<file path="config.mk">
export PLATFORM = sky130hd
export DESIGN_NAME = led_code_sched
export DESIGN_NICKNAME = d
export VERILOG_FILES = /design/src/rtl/led_pkg.sv /design/src/rtl/led_code_timer.sv /design/src/rtl/led_code_sched.sv
export SDC_FILE = /design/constraint.sdc
export NUM_CORES = 1
export LEC_CHECK = 0
export ABC_AREA = 0
export ABC_CLOCK_PERIOD_IN_PS = 3750
export CORE_UTILIZATION = 50
export DETAILED_ROUTE_END_ITERATION = 10
export HOLD_SLACK_MARGIN = 0.02
export PLACE_DENSITY_LB_ADDON = 0.2
export SYNTH_ARGS = -nofsm -noshare
export SYNTH_HDL_FRONTEND = slang
export SYNTH_SLANG_ARGS = --single-unit
</file>
<file path="constraint.sdc">
create_clock -name clk -period 3.75 [get_ports clk]
set_clock_uncertainty 0.15 [all_clocks]
set_input_delay 0.5625 -clock clk [delete_from_list [all_inputs] [get_ports clk]]
set_output_delay 0.5625 -clock clk [all_outputs]
set_load 0.02 [all_outputs]
</file>
<file path="src/rtl/led_pkg.sv">
// Shared definitions for the LED code scheduler: FSM encoding and the
// per-requester bit-mask helpers used to build ack and overrun pulses.
package led_pkg;

    localparam int MAX_REQ = 8;
    localparam int TIMER_W = 32;

    typedef enum logic [1:0] {
        ST_IDLE = 2'd0,
        ST_ON   = 2'd1,
        ST_OFF  = 2'd2,
        ST_GAP  = 2'd3
    } led_state_e;

    // One-hot mask for a requester index; callers narrow it to NUM_REQ bits.
    function automatic logic [MAX_REQ-1:0] idx_mask(input logic [2:0] idx);
        return 8'd1 << idx;
    endfunction

    // Fixed priority: index 0 wins.
    function automatic logic [2:0] lowest_set(input logic [MAX_REQ-1:0] v);
        logic [2:0] sel;
        sel = 3'd0;
        for (int i = MAX_REQ - 1; i >= 0; i--) begin
            if (v[i]) sel = 3'(i);
        end
        return sel;
    endfunction

    function automatic logic [MAX_REQ-1:0] overrun_mask(input logic [MAX_REQ-1:0] req_v,
                                                        input logic [MAX_REQ-1:0] pend_v);
        return req_v & pend_v;
    endfunction

endpackage

</file>
<file path="src/rtl/led_code_timer.sv">
// 32-bit down-counter for the blink phases: load has priority over decrement,
// and the count parks at zero.
module led_code_timer
    import led_pkg::*;
(
    input  logic               clk,
    input  logic               n_reset,
    input  logic               load,
    input  logic [TIMER_W-1:0] load_val,
    input  logic               dec,
    output logic               zero
);

    logic [TIMER_W-1:0] count;

    always_ff @(posedge clk) begin
        if (n_reset) begin
            count <= '0;
        end else if (load) begin
            count <= load_val;
        end else if (dec && (count != '0)) begin
            count <= count - 32'd1;
        end
    end

    assign zero = (count == '0);

endmodule

</file>
<file path="src/rtl/led_code_sched.sv">
// Blinks requester i's code (i+1 blinks then a long gap) on a single LED,
// serving latched requests in fixed priority, one code at a time.
module led_code_sched
    import led_pkg::*;
#(
    parameter int          NUM_REQ  = 4,
    parameter logic [31:0] ON_CLKS  = 32'd1024,
    parameter logic [31:0] OFF_CLKS = 32'd1024,
    parameter logic [31:0] GAP_CLKS = 32'd4096
) (
    input  logic               clk,
    input  logic               n_reset,
    input  logic               enable,
    input  logic [NUM_REQ-1:0] req,
    output logic               led,
    output logic               busy,
    output logic [2:0]         grant,
    output logic [NUM_REQ-1:0] ack,
    output logic [NUM_REQ-1:0] overrun,
    output led_state_e         state_dbg
);

    // Protocol: req is a level sampled every clock and latched into pending;
    // ack is a single-clock pulse on the granted bit when its gap ends.

    led_state_e           state, state_next;
    logic [NUM_REQ-1:0]   pending, clear_mask, ack_next;
    logic [3:0]           blinks_left, blinks_next;
    logic [2:0]           grant_next, start_idx;
    logic                 led_next, start;
    logic                 timer_load, timer_zero;
    logic [TIMER_W-1:0]   timer_val;

    assign start_idx = lowest_set(MAX_REQ'(pending));

    led_code_timer u_timer (
        .clk      (clk),
        .n_reset  (n_reset),
        .load     (timer_load),
        .load_val (timer_val),
        .dec      (state != ST_IDLE),
        .zero     (timer_zero)
    );

    always_ff @(posedge clk) begin
        if (n_reset) state <= ST_IDLE;
        else         state <= state_next;
    end

    always_comb begin
        state_next = state;
        start      = 1'b0;
        unique case (state)
            ST_IDLE: if (enable && (pending != '0)) begin
                state_next = ST_ON;
                start      = 1'b1;
            end
            ST_ON:   if (timer_zero) state_next = (blinks_left == 4'd1) ? ST_GAP : ST_OFF;
            ST_OFF:  if (timer_zero) state_next = ST_ON;
            ST_GAP:  if (timer_zero) state_next = ST_IDLE;
            default: state_next = ST_IDLE;
        endcase
    end

    always_comb begin
        led_next    = led;
        blinks_next = blinks_left;
        grant_next  = grant;
        ack_next    = '0;
        clear_mask  = '0;
        timer_load  = 1'b0;
        timer_val   = '0;
        case (state)
            ST_IDLE: if (start) begin
                grant_next  = start_idx;
                clear_mask  = NUM_REQ'(idx_mask(start_idx));
                blinks_next = {1'b0, start_idx} + 4'd1;
                led_next    = 1'b1;
                timer_load  = 1'b1;
                timer_val   = ON_CLKS - 32'd1;
            end
            ST_ON: if (timer_zero) begin
                led_next    = 1'b0;
                blinks_next = blinks_left - 4'd1;
                timer_load  = 1'b1;
                timer_val   = (blinks_left == 4'd1) ? (GAP_CLKS - 32'd1) : (OFF_CLKS - 32'd1);
            end
            ST_OFF: if (timer_zero) begin
                led_next   = 1'b1;
                timer_load = 1'b1;
                timer_val  = ON_CLKS - 32'd1;
            end
            ST_GAP: if (timer_zero) begin
                ack_next = NUM_REQ'(idx_mask(grant));
            end
            default: ;
        endcase
    end

    // A req arriving on the start edge re-sets the bit being cleared.
    always_ff @(posedge clk) begin
        if (n_reset) begin
            led         <= 1'b0;
            grant       <= 3'd0;
            blinks_left <= 4'd0;
            pending     <= '0;
            ack         <= '0;
            overrun     <= '0;
        end else begin
            led         <= led_next;
            grant       <= grant_next;
            blinks_left <= blinks_next;
            pending     <= (pending & ~clear_mask) | req;
            ack         <= ack_next;
            overrun     <= NUM_REQ'(overrun_mask(MAX_REQ'(req), MAX_REQ'(pending)));
        end
    end

    assign busy      = (state != ST_IDLE);
    assign state_dbg = state;

endmodule

</file>
==> results of run 1 <==
## report_power, final
part	internal, uW	switching [uW]
registers	681	122
logic	524	863
clock network	135	202
total	1340	1190
## per-stage QoR
step	total power, uW	cell area [um^2]	cells	worst slack [ns]
final	2527	3203	423	0.8557
after global routing	2746	3203	423	0.7088
after CTS	2522	3203	423	0.8716
after detailed placement	2175	3109	415	0.9197
after global placement	2148	3109	415	0.9652
after floorplan	1823	2844	332	1.050
## synth_stat cells, types with 3 or more instances
master	count
sky130_fd_sc_hd__nand4b_1	3
sky130_fd_sc_hd__clkbuf_1	8
sky130_fd_sc_hd__o31ai_1	18
sky130_fd_sc_hd__dfxtp_1	53
sky130_fd_sc_hd__inv_1	13
sky130_fd_sc_hd__a31oi_1	9
sky130_fd_sc_hd__nand2b_1	3
sky130_fd_sc_hd__nor3_1	8
sky130_fd_sc_hd__o21ai_0	10
sky130_fd_sc_hd__or2_2	3
sky130_fd_sc_hd__nand2_1	14
sky130_fd_sc_hd__nor2b_1	5
sky130_fd_sc_hd__mux2_2	4
sky130_fd_sc_hd__ha_1	14
sky130_fd_sc_hd__o41ai_1	8
sky130_fd_sc_hd__or3_1	21
sky130_fd_sc_hd__nand4_1	5
sky130_fd_sc_hd__buf_2	5
sky130_fd_sc_hd__or4_1	23
sky130_fd_sc_hd__nor4_1	3
sky130_fd_sc_hd__a21oi_1	34
sky130_fd_sc_hd__and3_1	5
sky130_fd_sc_hd__nand3_1	9
sky130_fd_sc_hd__nor2_1	23
## sequential cells by signal, summed over array words and instances, names as in the netlist
register,count
state_dbg,2
grant,2
overrun,4
blinks_left,4
pending,4
u_timer.count,32
ack,4
led,1
## final cells by class
class	count	area share
timing repair buffer	25	0.07422
inverter	14	0.01641
clock buffer	5	0.02148
tap	72	0.02813
multi-input combinational	251	0.5207
sequential	53	0.3313
clock inverter	3	0.007813
## worst max-delay path: cells and delay by family (launching register included)
kind	cells	cell delay, ns
simple gates	4	2.14
flops	1	0.38
compound gates	1	0.16
## kinds of logic (layout without fill, tap and decap cells)
| group | count (synthesis) | after routing | synth area share |
|---|---|---|---|
| AO/OA/AOI/OAI | 95 | 95 | 0.2213 |
| XOR/XNOR | 1 | 1 | 0.003080 |
| adder cells (fa/ha/maj) | 14 | 14 | 0.06159 |
| buffers and inverters | 28 | 47 | 0.04048 |
| flip-flops | 53 | 53 | 0.3731 |
| multiplexers | 4 | 4 | 0.01584 |
| other | 1 | 1 | 0.001319 |
| AND/OR/NAND/NOR | 136 | 136 | 0.2833 |
## layer usage
metal | part of all wire | GRT usage | vias up
li1 | - | - | 1313
met1 | 0.50 | 0.3130 | 1211
met2 | 0.44 | 0.3566 | 48
met3 | 0.042 | 0.04118 | 9
met4 | 0.016 | 0.08679 | 0
met5 | 0 | 0 | -
## cell usage in the layout, fill, tap and decap left out, types with 8 or more instances in the layout
cell type                         instances
sky130_fd_sc_hd__a21oi_1                 34
sky130_fd_sc_hd__a31oi_1                  9
sky130_fd_sc_hd__clkdlybuf4s50_1         20
sky130_fd_sc_hd__dfxtp_1                 53
sky130_fd_sc_hd__ha_1                    14
sky130_fd_sc_hd__inv_1                   13
sky130_fd_sc_hd__nand2_1                 14
sky130_fd_sc_hd__nand3_1                  9
sky130_fd_sc_hd__nor2_1                  23
sky130_fd_sc_hd__nor3_1                   8
sky130_fd_sc_hd__o21ai_0                 10
sky130_fd_sc_hd__o31ai_1                 18
sky130_fd_sc_hd__o41ai_1                  8
sky130_fd_sc_hd__or3_1                   21
sky130_fd_sc_hd__or4_1                   23
## final timing paths
check	cells after the start	start	end
worst max-delay path	5	u_timer.count[11]	u_timer.count[26]
worst min-delay path	1	grant[0]	ack[2]
worst max register to register	5	u_timer.count[11]	u_timer.count[26]
worst min register to register	1	grant[0]	ack[2]
==> impl_results.md, run 1 <==
* Post-route core utilization at 0.5817
* Initial DRC count at 170
* TritonCTS clock tree: built
* Post-Synthesis Cells at 332
* Die area at 0.005994 mm^2
* Antenna Cells at 0
* Via count of the first global-routing pass at 2311
* Fraction of synthesized cell area taken by the top area cell type at 0.3731
* Clock net sink count at 53
* Kind of start point of the critical path: register
* Post-DRT Antenna Nets at 0
* Synthesized cell area at around 0.0028 mm^2
* Reported leakage power at 0.001204 uW
* Fraction of layout instances using a drive strength above 1 at 0.07407
* Number of max-slew violations in the final report at 0
* Routed len/inst at 15.08 um
* Portion of the post-synthesis area used by sequential elements at 0.3731
* Number of remaining DRC errors at 0
* Relative slew margins at 0.4467
* Post-CTS Hold Buffers at 0
* Core Region at 0.005507 mm^2
* Most common flop cell mapped by yosys: sky130_fd_sc_hd__dfxtp_1
* Total of endpoints with negative setup slack in the final report at 0
* Longest individual stage delay on the worst path at 0.67 ns
* Number of detailed-routing iterations run before antenna repair at 4
* Data arrival time of the critical path at 3.00 ns
* Global-route wire length before repair at 11.05 mm
* Routability cong. at 0.8653
* Total number of nets in the final design at 371
* Footprint of the multi-input gates at 0.001668 mm^2
* Hold Violations, Final at 0
* Result of the run: completed
* Total Wirelength at approximately 6.4 mm
* Cell-by-cell trace of the critical path: or4_1 -> or3_4 -> or3_1 -> or4b_1 -> a21oi_1
* Required time of the critical path at 3.85 ns
* H-tree level count at 2
* Post-synthesis average cell area at 8.566 um^2
* Starting density of the core at 0.5165
* CP Capture Type: register
* CTS clock-pin slew for the worst setup and hold paths at 0.10 ns
* Width of the chip at 77.42 um
* Part of the cycle the worst path needs at 0.7718
* Setup repair after global routing missed its margin: false
* Register area at 0.001061 mm^2
* Total negative setup slack at 0 ns
* Total via count in the routed design at ~2600
* Largest net degree at the start of global routing at 28
* Fin Hold WS at approximately 0.33 ns
* Root buffer cell: sky130_fd_sc_hd__clkbuf_8
* # rows at 27
* Cell taking the most area after synthesis: sky130_fd_sc_hd__dfxtp_1
* Transition at the pin with the smallest max-transition slack at just over 0.8 ns
* Num CTS Buffers at 5
* Per-cell via count in the routed design at 6.102
* Initial antenna violation count at 0
* Boundary Pins at 22
* Register-to-register setup slack at 0.86 ns
* Synthesis-to-layout area growth at 12.63%
* Number of gates resized after cts at 0
* Combined global-route utilization of all metal layers at 0.2288
* Pwr per Cell Area at 789.1 mW/mm^2
* Total of flip-flops plus latches after synthesis at 53
* Fin crit period at 2.894 ns
* Synth warn at 0
* Worst-skew pair later-pin latency at 0.32 ns
* Path category of the worst min-delay check: reg2reg
* Achievable Freq at 345.5 MHz
* Async set-or-reset flop fraction in the synthesized netlist at 0
* Die height at 77.42 um
* Total congestion overflow after global routing at 0
* Filler cell count in the final layout at around 490
* Detail Placement HPWL at ~4.6 mm
* Cell variety after synth at 50
* Number of buffers added for setup after CTS at 0
* Total nets after synthesis at 353
* Count of flip-flops with a built-in enable after synthesis at 0
* Maximum fanout encountered on the critical timing path at 8
* Buffer depth of the longest clock path at 2
* Port Buffers at 20
* Count of max-cap constraint violations at 0
* Type of the worst setup path: reg2reg
* Cell at the slowest stage of the critical path: sky130_fd_sc_hd__or4_1
* VDD IR max at around 0.39 mV
* Cells taking the most area after synthesis: sky130_fd_sc_hd__dfxtp_1, sky130_fd_sc_hd__ha_1, sky130_fd_sc_hd__or4_1, sky130_fd_sc_hd__a21oi_1, sky130_fd_sc_hd__o31ai_1
Power figures use the tool's default switching activity.
==> inputs of run 2 (changes only) <==
--- a/config.mk
+++ b/config.mk
@@ -6,7 +6,7 @@
 export NUM_CORES = 1
 export LEC_CHECK = 0
 export ABC_AREA = 0
-export ABC_CLOCK_PERIOD_IN_PS = 3750
+export ABC_CLOCK_PERIOD_IN_PS = 2500
 export CORE_UTILIZATION = 50
 export DETAILED_ROUTE_END_ITERATION = 10
 export HOLD_SLACK_MARGIN = 0.02
==> constraint.sdc (replaced) <==
create_clock -name clk -period 2.5 [get_ports clk]
set_clock_uncertainty 0.15 [all_clocks]
set_input_delay 0.375 -clock clk [delete_from_list [all_inputs] [get_ports clk]]
set_output_delay 0.375 -clock clk [all_outputs]
set_load 0.02 [all_outputs]
==> run 2 against run 1 <==
Maximum frequency grew 17%. Sequential cell count is the same. Total power grew 77%. Combinational power grew 100%. Critical path type unchanged. Highest routed layer unchanged.
==> impl_results.md, run 2 (same netlist as run 1, synthesis figures left out) <==
* Relative slew margins at 0.5277
* Via count of the first global-routing pass at 2439
* Starting density of the core at 0.5165
* TritonCTS clock tree: built
* Part of the cycle the worst path needs at 0.9903
* Kind of start point of the critical path: register
* Routability cong. at 0.8366
* Result of the run: completed
* Total of endpoints with negative setup slack in the final report at 0
* Top register by number of flip-flops: u_timer.count
* Buffer depth of the longest clock path at 2
* H-tree level count at 2
* Cell at the slowest stage of the critical path: sky130_fd_sc_hd__or4_4
* Die height at 77.42 um
* CTS clock-pin slew for the worst setup and hold paths at 0.10 ns
* Width of the chip at 77.42 um
* Path category of the worst min-delay check: reg2reg
* Root buffer cell: sky130_fd_sc_hd__clkbuf_8
* Number of max-slew violations in the final report at 0
* Fraction of layout instances using a drive strength above 1 at 0.2072
* Achievable Freq at 403.9 MHz
* Worst-skew pair later-pin latency at 0.31 ns
* Number of cells on the worst reg-to-reg path at 5
* Count of max-cap constraint violations at 0
* Port Buffers at 20
* Combined global-route utilization of all metal layers at 0.2383
* Num CTS Buffers at 5
* Hold Violations, Final at 0
* Cell-by-cell trace of the critical path: or4_4 -> or3_4 -> or3_4 -> or4_1 -> a21oi_2
* Total Wirelength at 7.095 mm
* Synthesis-to-layout area growth at 27.36%
* Pwr per Cell Area at roughly 1200 mW/mm^2
* Die area at 0.005994 mm^2
* Number of detailed-routing iterations run before antenna repair at 4
* # rows at 27
* CP Capture Type: register
* Total number of nets in the final design at 411
* Inst Count DP at 453
* Flip-flop count of the largest register after layout at 32
* Global-route wire length before repair at 11.50 mm
* Detailed route wirelength on metal3 at between 200 and 300 um
* Initial DRC count at between 150 and 200
* Highest routed layer: met4
* Clock net sink count at 53
* Routed len/inst at 15.32 um
* Core Region at between 0.005 and 0.006 mm^2
* VDD IR max at roughly 0.83 mV
* Required time of the critical path at 2.60 ns
* Buf/Inv on CP at 0
* Leading cell type in the layout, fill and taps excluded: sky130_fd_sc_hd__dfxtp_1
* Detail Placement HPWL at between 4 and 5 mm
* Transition at the pin with the smallest max-transition slack at approximately 0.7 ns
* Reported leakage power at 0.001431 uW
* Number of buffers added for setup after CTS at 0
* Total congestion overflow after global routing at 0
* Type of the worst setup path: reg2reg
* Count of placed standard cells in the final layout, fillers left out at ~460
* Post-CTS Hold Buffers at 0
* Post-DRT Antenna Nets at 0
* Setup repair after global routing missed its margin: true
* Boundary Pins at 22
* Most frequent cell on the critical path: sky130_fd_sc_hd__or3_4
* Largest net degree at the start of global routing at 28
* Total via count in the routed design at 2792
* Maximum fanout encountered on the critical timing path at 4
* Data arrival time of the critical path at between 2 and 3 ns
* Met2 routed wirelength at between 3 and 4 mm
* Initial antenna violation count at 0
* Number of remaining DRC errors at 0
* Kind of cell adding the most delay to the critical path: simple AND/OR/NAND/NOR gates
* Per-cell via count in the routed design at 6.030
* Longest individual stage delay on the worst path at 0.53 ns
* Cell depth of the worst setup path at 5
* Most frequent cells in the layout: sky130_fd_sc_hd__dfxtp_1, sky130_fd_sc_hd__buf_4, sky130_fd_sc_hd__a21oi_1
* Length of routed wiring on met1 at 3.454 mm
* Fin crit period at 2.476 ns
* Hold Path Stages at 2
* Post-route core utilization at 0.6578
* Antenna Cells at 0
## run 2: cell types whose count changed in the layout (fill, tap and decap cells not counted), moves of 3 or more
| cell | change |
|---|---|
| sky130_fd_sc_hd__buf_4 | +36 |
| sky130_fd_sc_hd__or4_4 | +4 |
| sky130_fd_sc_hd__nor3_1 | -3 |
| sky130_fd_sc_hd__or4_1 | -4 |
## run 2: final timing paths
check / from / end / slack [ns]
worst max-delay path: u_timer.count[8] / u_timer.count[22] / 0.02
worst min register to register: led / led / 0.34
worst max register to register: u_timer.count[8] / u_timer.count[22] / 0.02
worst min-delay path: led / led / 0.34
## run 2: area by class of cell
type / count / area [um^2]
Fill cell: 460 / 1884
Multi-Input combinational cell: 251 / 1763
Sequential cell: 53 / 1062
Timing Repair Buffer: 65 / 564.3
Tap cell: 72 / 90.09
Clock buffer: 5 / 68.82
Inverter: 14 / 52.55
Clock inverter: 3 / 21.27
## run 2: power breakdown
part | internal [uW] | switching (uW) | total, uW
Sequential | 1020 | 158 | 1180
Clock | 200 | 305 | 505
Combinational | 1240 | 1550 | 2790
## run 2: routing by layer
layer / up-vias / GRT usage
li1: 1389 / -
met3: 11 / 0.04000
met5: - / 0
met4: 0 / 0.08868
met1: 1326 / 0.3348
met2: 66 / 0.3637
## run 2: worst register-to-register path, delay by kind of cell (launching register included)
family           cells  cell delay (ns)
flip-flops           1             0.33
AND/OR/NAND/NOR      4             1.78
AO/OA/AOI/OAI        1             0.16
## run 2: per-stage QoR
step	instance area, um^2	setup slack (ns)	hold slack (ns)	total power, uW	TNS (ns)
detailed placement	3438	-0.01795	0.3171	3748	-0.01795
CTS	3532	0.002288	0.3405	4284	0
global route	3622	-0.01859	0.3594	4810	-0.03330
global placement	3438	0.05046	0.3058	3693	0
floorplan	2875	-0.05707	0.2968	2800	-0.05707
finish	3622	0.02418	0.3402	4477	0
## run 2: what timing repair did
item	in CTS	in global routing
pin swaps	0	3
gates cloned	0	2
endpoints found under the hold margin	0	0
setup endpoints to repair	2	24
resized for setup	1	17
